$ cat config.mk
export PLATFORM = sky130hd
export DESIGN_NAME = stopwatch_control_flat
export DESIGN_NICKNAME = d
export VERILOG_FILES = /design/src/rtl/stopwatch_control_if.sv /design/src/rtl/stopwatch_control.sv /design/src/flat_wrapper.sv
export SDC_FILE = /design/constraint.sdc
export NUM_CORES = 1
export LEC_CHECK = 0
export BUFFER_PORTS_ARGS = -buffer_cell sky130_fd_sc_hd__buf_4
export CAP_MARGIN = 20
export CORE_ASPECT_RATIO = 0.9
export CORE_MARGIN = 2
export CORE_UTILIZATION = 50
export CTS_CLUSTER_DIAMETER = 40
export DETAILED_ROUTE_END_ITERATION = 10
export PLACE_DENSITY = 0.7
export SYNTH_ARGS = -nofsm -noshare
export SYNTH_HDL_FRONTEND = slang
export SYNTH_SLANG_ARGS = --single-unit
export TNS_END_PERCENT = 100
$ cat constraint.sdc
create_clock -name clk -period 4.8 [get_ports clk]
set_clock_uncertainty 0.05 [all_clocks]
set_input_delay 0.24 -clock clk [delete_from_list [all_inputs] [get_ports clk]]
set_output_delay 0.24 -clock clk [all_outputs]
set_load 0.005 [all_outputs]
$ cat src/rtl/stopwatch_control_if.sv
// Button/tick inputs and timer/display outputs of the stopwatch controller.
interface stopwatch_control_if;
   logic       start_stop_pulse;
   logic       lap_pulse;
   logic       clear_pulse;
   logic       tick_10ms;
   logic       timer_enabled;
   logic       timer_clear;
   logic [3:0] disp_min_t, disp_min_o, disp_sec_t, disp_sec_o, disp_hs_t, disp_hs_o;
   logic       running;
   logic       lap_active;
   logic       overflow;

   modport master (
      output start_stop_pulse, lap_pulse, clear_pulse, tick_10ms,
      input  timer_enabled, timer_clear, running, lap_active, overflow,
      input  disp_min_t, disp_min_o, disp_sec_t, disp_sec_o, disp_hs_t, disp_hs_o
   );

   modport slave (
      input  start_stop_pulse, lap_pulse, clear_pulse, tick_10ms,
      output timer_enabled, timer_clear, running, lap_active, overflow,
      output disp_min_t, disp_min_o, disp_sec_t, disp_sec_o, disp_hs_t, disp_hs_o
   );
endinterface

$ cat src/rtl/stopwatch_control.sv
// Stopwatch run/lap/stop FSM with MM:SS.hh BCD accumulator and lap freeze.
module stopwatch_control #(
   parameter int MINUTE_LIMIT        = 60,
   parameter int TICKS_PER_HUNDREDTH = 1
) (
   input  logic             clk,
   input  logic             sync_reset,
   stopwatch_control_if.slave sw
);
   typedef enum logic [1:0] {IDLE, RUN, LAP, STOP} state_t;

   typedef struct packed {
      logic [3:0] min_t, min_o, sec_t, sec_o, hs_t, hs_o;
   } bcd_time_t;

   localparam logic [7:0] PRESC_MAX = 8'(TICKS_PER_HUNDREDTH - 1);
   localparam logic [6:0] MIN_LIM   = 7'(MINUTE_LIMIT);

   state_t    state, state_nxt;
   bcd_time_t live, lap_q, live_inc, disp;
   logic [7:0] presc;
   logic [6:0] min_bin_nxt;
   logic      overflow_q, wrap, count_en;

   always_ff @(posedge clk) begin
      if (sync_reset) state <= IDLE;
      else            state <= state_nxt;
   end

   always_comb begin
      state_nxt = state;
      case (state)
         IDLE:    if (sw.start_stop_pulse) state_nxt = RUN;
         RUN:     if (sw.start_stop_pulse) state_nxt = STOP;
                  else if (sw.lap_pulse)   state_nxt = LAP;
         LAP:     if (sw.start_stop_pulse) state_nxt = STOP;
                  else if (sw.lap_pulse)   state_nxt = RUN;
         STOP:    if (sw.clear_pulse)      state_nxt = IDLE;
                  else if (sw.start_stop_pulse) state_nxt = RUN;
         default: state_nxt = IDLE;
      endcase
   end

   always_comb begin
      count_en         = (state == RUN) || (state == LAP);
      sw.timer_enabled = count_en;
      sw.running       = count_en;
      sw.timer_clear   = (state == IDLE);
      sw.lap_active    = (state == LAP);
   end

   // Full carry chain in one cycle; the minute roll is checked against the wrap limit.
   always_comb begin
      live_inc    = live;
      wrap        = 1'b0;
      min_bin_nxt = 7'(live.min_t) * 7'd10 + 7'(live.min_o) + 7'd1;
      if (live.hs_o != 4'd9) live_inc.hs_o = live.hs_o + 4'd1;
      else begin
         live_inc.hs_o = 4'd0;
         if (live.hs_t != 4'd9) live_inc.hs_t = live.hs_t + 4'd1;
         else begin
            live_inc.hs_t = 4'd0;
            if (live.sec_o != 4'd9) live_inc.sec_o = live.sec_o + 4'd1;
            else begin
               live_inc.sec_o = 4'd0;
               if (live.sec_t != 4'd5) live_inc.sec_t = live.sec_t + 4'd1;
               else begin
                  live_inc.sec_t = 4'd0;
                  if (min_bin_nxt == MIN_LIM) begin
                     live_inc = '0;
                     wrap     = 1'b1;
                  end else if (live.min_o != 4'd9) begin
                     live_inc.min_o = live.min_o + 4'd1;
                  end else begin
                     live_inc.min_o = 4'd0;
                     live_inc.min_t = live.min_t + 4'd1;
                  end
               end
            end
         end
      end
   end

   always_ff @(posedge clk) begin
      if (sync_reset || (state == STOP && sw.clear_pulse)) begin
         live       <= '0;
         lap_q      <= '0;
         presc      <= '0;
         overflow_q <= 1'b0;
      end else begin
         if (count_en && sw.tick_10ms) begin
            if (presc == PRESC_MAX) begin
               presc <= '0;
               live  <= live_inc;
               if (wrap) overflow_q <= 1'b1;
            end else begin
               presc <= presc + 8'd1;
            end
         end
         // Lap captures the pre-increment value seen at the same edge.
         if (state == RUN && sw.lap_pulse && !sw.start_stop_pulse) lap_q <= live;
      end
   end

   always_comb begin
      disp          = (state == LAP) ? lap_q : live;
      sw.disp_min_t = disp.min_t;
      sw.disp_min_o = disp.min_o;
      sw.disp_sec_t = disp.sec_t;
      sw.disp_sec_o = disp.sec_o;
      sw.disp_hs_t  = disp.hs_t;
      sw.disp_hs_o  = disp.hs_o;
      sw.overflow   = overflow_q;
   end
endmodule

$ cat src/flat_wrapper.sv
// flat-port wrapper written by rule: the top's interface ports become plain ports
module stopwatch_control_flat 
#(
   parameter int MINUTE_LIMIT        = 60,
   parameter int TICKS_PER_HUNDREDTH = 1
)
  (clk, sync_reset, sw_start_stop_pulse, sw_lap_pulse, sw_clear_pulse, sw_tick_10ms, sw_timer_enabled, sw_timer_clear, sw_running, sw_lap_active, sw_overflow, sw_disp_min_t, sw_disp_min_o, sw_disp_sec_t, sw_disp_sec_o, sw_disp_hs_t, sw_disp_hs_o);
  stopwatch_control_if sw_i ();
  input  logic clk;
  input  logic sync_reset;
  input wire logic [$bits(sw_i.start_stop_pulse)-1:0] sw_start_stop_pulse;
  input wire logic [$bits(sw_i.lap_pulse)-1:0] sw_lap_pulse;
  input wire logic [$bits(sw_i.clear_pulse)-1:0] sw_clear_pulse;
  input wire logic [$bits(sw_i.tick_10ms)-1:0] sw_tick_10ms;
  output wire logic [$bits(sw_i.timer_enabled)-1:0] sw_timer_enabled;
  output wire logic [$bits(sw_i.timer_clear)-1:0] sw_timer_clear;
  output wire logic [$bits(sw_i.running)-1:0] sw_running;
  output wire logic [$bits(sw_i.lap_active)-1:0] sw_lap_active;
  output wire logic [$bits(sw_i.overflow)-1:0] sw_overflow;
  output wire logic [$bits(sw_i.disp_min_t)-1:0] sw_disp_min_t;
  output wire logic [$bits(sw_i.disp_min_o)-1:0] sw_disp_min_o;
  output wire logic [$bits(sw_i.disp_sec_t)-1:0] sw_disp_sec_t;
  output wire logic [$bits(sw_i.disp_sec_o)-1:0] sw_disp_sec_o;
  output wire logic [$bits(sw_i.disp_hs_t)-1:0] sw_disp_hs_t;
  output wire logic [$bits(sw_i.disp_hs_o)-1:0] sw_disp_hs_o;
  assign sw_i.start_stop_pulse = sw_start_stop_pulse;
  assign sw_i.lap_pulse = sw_lap_pulse;
  assign sw_i.clear_pulse = sw_clear_pulse;
  assign sw_i.tick_10ms = sw_tick_10ms;
  assign sw_timer_enabled = sw_i.timer_enabled;
  assign sw_timer_clear = sw_i.timer_clear;
  assign sw_running = sw_i.running;
  assign sw_lap_active = sw_i.lap_active;
  assign sw_overflow = sw_i.overflow;
  assign sw_disp_min_t = sw_i.disp_min_t;
  assign sw_disp_min_o = sw_i.disp_min_o;
  assign sw_disp_sec_t = sw_i.disp_sec_t;
  assign sw_disp_sec_o = sw_i.disp_sec_o;
  assign sw_disp_hs_t = sw_i.disp_hs_t;
  assign sw_disp_hs_o = sw_i.disp_hs_o;
  stopwatch_control #(.MINUTE_LIMIT(MINUTE_LIMIT), .TICKS_PER_HUNDREDTH(TICKS_PER_HUNDREDTH)) u_core (.clk(clk), .sync_reset(sync_reset), .sw(sw_i));
endmodule
**Word-level counts from Yosys, hierarchy flattened**

Index checks and enable logic that the tools add are counted.

- Add/sub/neg operators: 9
- Multiply operators: 1
- Equality and inequality tests: 12
- Multiplexer cells: 21
- Bitwise operators: 4
- Reductions and logical operators: 17

Operator list:

| operator | count |
|---|---|
| 4-bit by 1-bit adder with 4-bit output, second input constant | 6 |
| 24-bit 2-to-1 mux | 1 |
| 4-bit 2-to-1 mux | 6 |
| 8-bit 2-to-1 mux | 2 |
| 4-bit inequality test, second input constant | 4 |
| 2-bit 2-to-1 mux | 6 |
| 8-bit by 1-bit adder with 8-bit output, second input constant | 1 |
| 8-bit zero test | 1 |
| 2-bit case mux with 4 select lines | 1 |
| 7-bit by 1-bit adder with 7-bit output, second input constant | 1 |
| 7-bit by 4-bit adder with 7-bit output | 1 |
| 7-bit by 6-bit equality test with 1-bit output, second input constant | 1 |
| 7-bit AND reduction | 1 |
| 4-bit by 3-bit multiplier with 6-bit output, second input constant | 1 |
| 3-bit inequality test, second input constant | 2 |
| 3-bit AND reduction | 2 |
| 6-bit AND reduction | 1 |
| 1-bit 2-to-1 mux | 5 |
| 5-bit AND reduction | 1 |
| 2-bit equality test, second input constant | 2 |
| 1-bit logical AND | 4 |
| 4-bit by 3-bit inequality test with 1-bit output, second input constant | 1 |
| 1-bit inverter | 4 |
| 2-bit AND reduction | 2 |
| other kinds (6) | 7 |

- Register bits: 59
- Bits of input ports: 6
- Output and inout bits: 29
- Logic and storage cells: 79

**Longest topological paths before layout**

- Depth in word-level cells: 10
- Depth in mapped cells: 9

**Worst setup path before layout**

OpenSTA, ideal clock, no wires.

- Kind: register -> register
- Start point: register u_core.live[21] (netlist bit)
- End point: register u_core.live[22] (netlist bit)
- Setup time: 0.079 ns
- Data arrival time: 2.148 ns
- Data required time: 4.671 ns
- Setup slack: 2.523 ns
- Stages on the path, launching flop included: 9
- Path through: dfxtp_1 ha_1 ha_1 inv_1 fa_1 xnor2_1 clkbuf_1 o2111ai_1 o211ai_1

- Cells in the longest elaborated chain, start to end: 6

Ends and longest elaborated chain:

| element | line | source |
|---|---|---|
| start: declaration | stopwatch_control.sv:20 | `bcd_time_t live, lap_q, live_inc, disp;` |
| start signal: assignment | stopwatch_control.sv:94 | `live <= live_inc;` |
| 4-bit by 3-bit multiplier with 6-bit output | stopwatch_control.sv:56 | `min_bin_nxt = 7'(live.min_t) * 7'd10 + 7'(live.min_o) + 7'd1;` |
| 7-bit by 4-bit adder with 7-bit output | stopwatch_control.sv:56 |  |
| 7-bit by 1-bit adder with 7-bit output | stopwatch_control.sv:56 |  |
| 7-bit by 6-bit equality test with 1-bit output | stopwatch_control.sv:69 | `if (min_bin_nxt == MIN_LIM) begin` |
| 2-bit by 1-bit inequality test with 1-bit output (no source line) | -- |  |
| 7-bit AND reduction (no source line) | -- |  |

Several ways; a longest one is shown, not always the timed one. The select of a mux whose other input is x is not followed.
A chain may end at the register's enable or synchronous reset.

**Worst setup path after layout**

- Start point: register u_core.live[21] (netlist bit)
- End point: register u_core.live[17] (netlist bit)

- Cells in the longest elaborated chain, start to end: 5

Ends and longest elaborated chain:

| element | line |
|---|---|
| 4-bit by 3-bit multiplier with 6-bit output | stopwatch_control.sv:56 |
| 7-bit by 4-bit adder with 7-bit output | stopwatch_control.sv:56 |
| 7-bit by 1-bit adder with 7-bit output | stopwatch_control.sv:56 |
| 7-bit by 6-bit equality test with 1-bit output | stopwatch_control.sv:69 |
| 8-bit 2-to-1 mux | stopwatch_control.sv:69 |

Every way passes these cells.

==> parameters.txt <==
Parameter                              Value

Cells and area
  Post-layout util    59.02%
  Number of diodes added for antenna fixing    0
  Layout area overhead    15.32%
  Register area    0.001181 mm2
  # fillers    614
  Fraction of final layout cells with drive strength greater than 1    between 10% and 20%
  # nets final    451
  Area of combinational cells with multiple inputs    0.001988 mm2

Floorplan
  Standard-cell rows    28
  Die Span Y    roughly 80 um
  Die area    0.007303 mm2
  Horizontal die dimension    89.86 um
  Number of placed I/O pins    35
  Initial Util    between 50% and 60%
  Core Box Area    0.006481 mm2

Timing
  Highest achievable clock rate    around 370 MHz
  Measured slew at the worst slew-check pin    1061 ps
  Max-slew violation count    0
  Slew HR    29.05%
  RSZ-0062 raised after global routing    no
  Count of endpoints failing hold in the final timing report    0
  Worst hold margin    about 29 ps
  Tmin final    2731 ps
  Final worst-path cycle share    a little under three fifths
  Final setup violation count    0
  Total Neg Setup Slack    0 ps

Power
  Pwr per Cell Area    270.2 mW/mm2
  Lkg Pwr    1.436 nW
  Peak supply drop    164.4 uV

Worst setup path
  Critical path data arrival time    2920 ps
  Critical path class    flip-flop to flip-flop
  Number of buffer and inverter instances along the worst setup path    2
  Startpoint Class    flip-flop
  Critical Path, Cell by Cell    ha_1, ha_1, inv_1, fa_1, xnor2_1, buf_4, o21ai_0, o41ai_1
  Maximum fanout encountered on the critical timing path    10
  Critical Path Slowest Stage Cell    dfxtp_1
  Gate family responsible for the most delay along the worst path    adder cells
  Type of element capturing the critical path    flip-flop
  Most used cell along the critical path    ha_1
  Maximum single-stage delay on the critical path    470 ps
  Data required time of the critical path    between 4000 and 5000 ps

Yosys
  Xor and xnor area share after synthesis    2.905%
  Summed instance area of the synthesized netlist    0.003317 mm2
  Simple-gate share of the synthesized area    a little over a quarter
  Number of instances in the synthesized netlist    400
  Register bit total from synthesis    59
  Count of synthesis-stage warnings from yosys    0
  Synth Area in Compound Gates    17.77%
  Syn Area/Cell    8.292 um2
  Cell types occupying the most area after synthesis    dfxtp_1, nand2_1, a21oi_1
  Fraction of synthesis flops using an asynchronous set or reset pin    0%
  Seq/Total Area, Yosys    35.61%
  Portion of synthesized cell area occupied by the leading cell type    a little over a third
  Primary FF master, synth    dfxtp_1
  Biggest area consumer among synthesized cells    dfxtp_1
  Combinational family with the most area after synthesis    simple AND/OR/NAND/NOR gates
  Most frequent cell after synthesis    nand2_1
  Count of different cell masters after synthesis    52
  Number of enable-type register cells in the synthesized netlist    0
  Most frequent cells after synthesis    nand2_1, dfxtp_1, a21oi_1, o21ai_0, mux2_2
  Adder and majority gate portion of the synthesized area    approximately 6.6%
  Post-synthesis net count    between 400 and 500
  Multiplexer area fraction after synthesis    6.375%

CTS
  Cts hold-fix bufs    0
  Clock Tree Buf Depth    2
  Clock transition at the registers of the reported paths    about 70 ps
  Post-CTS setup buffers    0
  Source-to-sink clock delay at the later pin of the worst-skew pair    340 ps
  CTS tree    done
  Number of buffers inserted during clock tree synthesis    9
  CTS-repair resized insts    0
  Clock Tree Root    clkbuf_8
  Deepest level of the CTS H-tree    3
  Number of sinks driven by the clock tree    59

Detailed routing
  Number of iterations in the first detailed-routing pass    4
  Vias per inst    approximately 5.7
  Starting DRT DRC Count    222
  Residual DRC count    0
  Post-detailed-route wirelength per cell    14.96 um
  Number of vias in the routed layout    2,984
  Routed WL    7825 um
  Post-route ant nets    0

Placement
  HPWL after DPL    5282 um
  Total of buffers placed on input and output ports    34
  Final weighted congestion in routability-driven placement    approximately 0.86

Flow run
  Number of max-cap violations    0

Global routing
  GR Util All Layers    between 20% and 30%
  Antenna violations before repair    0
  Overflow left after global routing    0
  Global-route wire length before repair    between 10,000 and 15,000 um
  Maximum number of pins on one net before global-route repair    36
  Vias in the first global route    2,745

Hold path
  Hold Crit Class    input port to flip-flop

Outcome
  Run status    completed
-- cell usage in the layout, fill, tap and decap left out, types with 4 or more instances in the layout --
cell type,netlist,layout
a21oi_1,43,43
and4bb_2,4,4
buf_4,1,39
clkbuf_8,0,10
dfxtp_1,59,59
ha_1,16,16
inv_1,15,15
mux2_2,17,17
nand2_1,72,72
nand3_1,9,9
nand3b_1,4,4
nand4_1,8,8
nor2_1,14,14
nor2b_1,5,5
nor3_1,5,5
o2111ai_1,9,9
o211ai_1,7,7
o21ai_0,20,20
o31ai_1,6,6
or3_1,7,7
or4_1,6,6
xnor2_1,6,6
xor2_1,5,5
-- metrics by stage --
step / worst slack [ps] / area, um2 / instances / total power, W
floorplan: 2523 / 3317 / 400 / 0.0005672
detailed placement: 1711 / 3623 / 506 / 0.0005978
global route: 1909 / 3825 / 523 / 0.001076
global placement: 1893 / 3623 / 506 / 0.0005950
CTS: 1662 / 3817 / 522 / 0.001046
finish: 2069 / 3825 / 523 / 0.001034
-- flip-flops by register name (all words and copies together) (netlist names) --
| register | count |
|---|---|
| u_core.lap_q | 24 |
| u_core.live | 24 |
| u_core.presc | 8 |
| u_core.state | 2 |
| u_core.sw.overflow | 1 |
-- cell families (layout without fill, tap and decap cells) --
logic type                 count (synthesis)  in the layout
AOI/OAI and AO/OA                         97             97
DFF                                       59             59
and+or+nand+nor                          160            160
muxes                                     19             19
adders and majority gates                 17             17
buffers and inverters                     37             70
xor gates and xnor gates                  11             11
-- metal layers --
metal | global-route usage [%] | share of wire (%) | vias to the layer above
li1 | - | - | 1501
met1 | 27.26 | 46 | 1419
met2 | 38.26 | 48 | 57
met3 | 5.937 | 4.5 | 7
met4 | 7.231 | 1.0 | 0
met5 | 0 | 0 | -
-- final timing paths --
kind                                 startpoint               to  slack (ps)  cells past startpoint
worst max-delay path            u_core.live[21]  u_core.live[17]        2070                      8
worst min-delay path                 sync_reset  u_core.state[0]          30                      2
worst max register to register  u_core.live[21]  u_core.live[17]        2070                      8
worst min register to register  u_core.lap_q[3]  u_core.lap_q[3]         400                      2
-- layout make-up --
class | instances | share of cell area (%)
multi-input cells | 304 | 51.98
repair buffers | 39 | 7.655
flip-flops and latches | 59 | 30.88
well taps | 90 | 2.944
inverters | 15 | 1.472
clock buffers | 11 | 3.696
clock inverters | 5 | 1.374
-- where the power goes --
| part | internal [W] | switching [W] | leakage, nW |
|---|---|---|---|
| clock network | 0.000251 | 0.000197 | 0.0991 |
| logic | 0.0000327 | 0.0000529 | 0.861 |
| registers | 0.000494 | 0.00000649 | 0.476 |
Note: power is estimated with default switching activity, not from simulation.
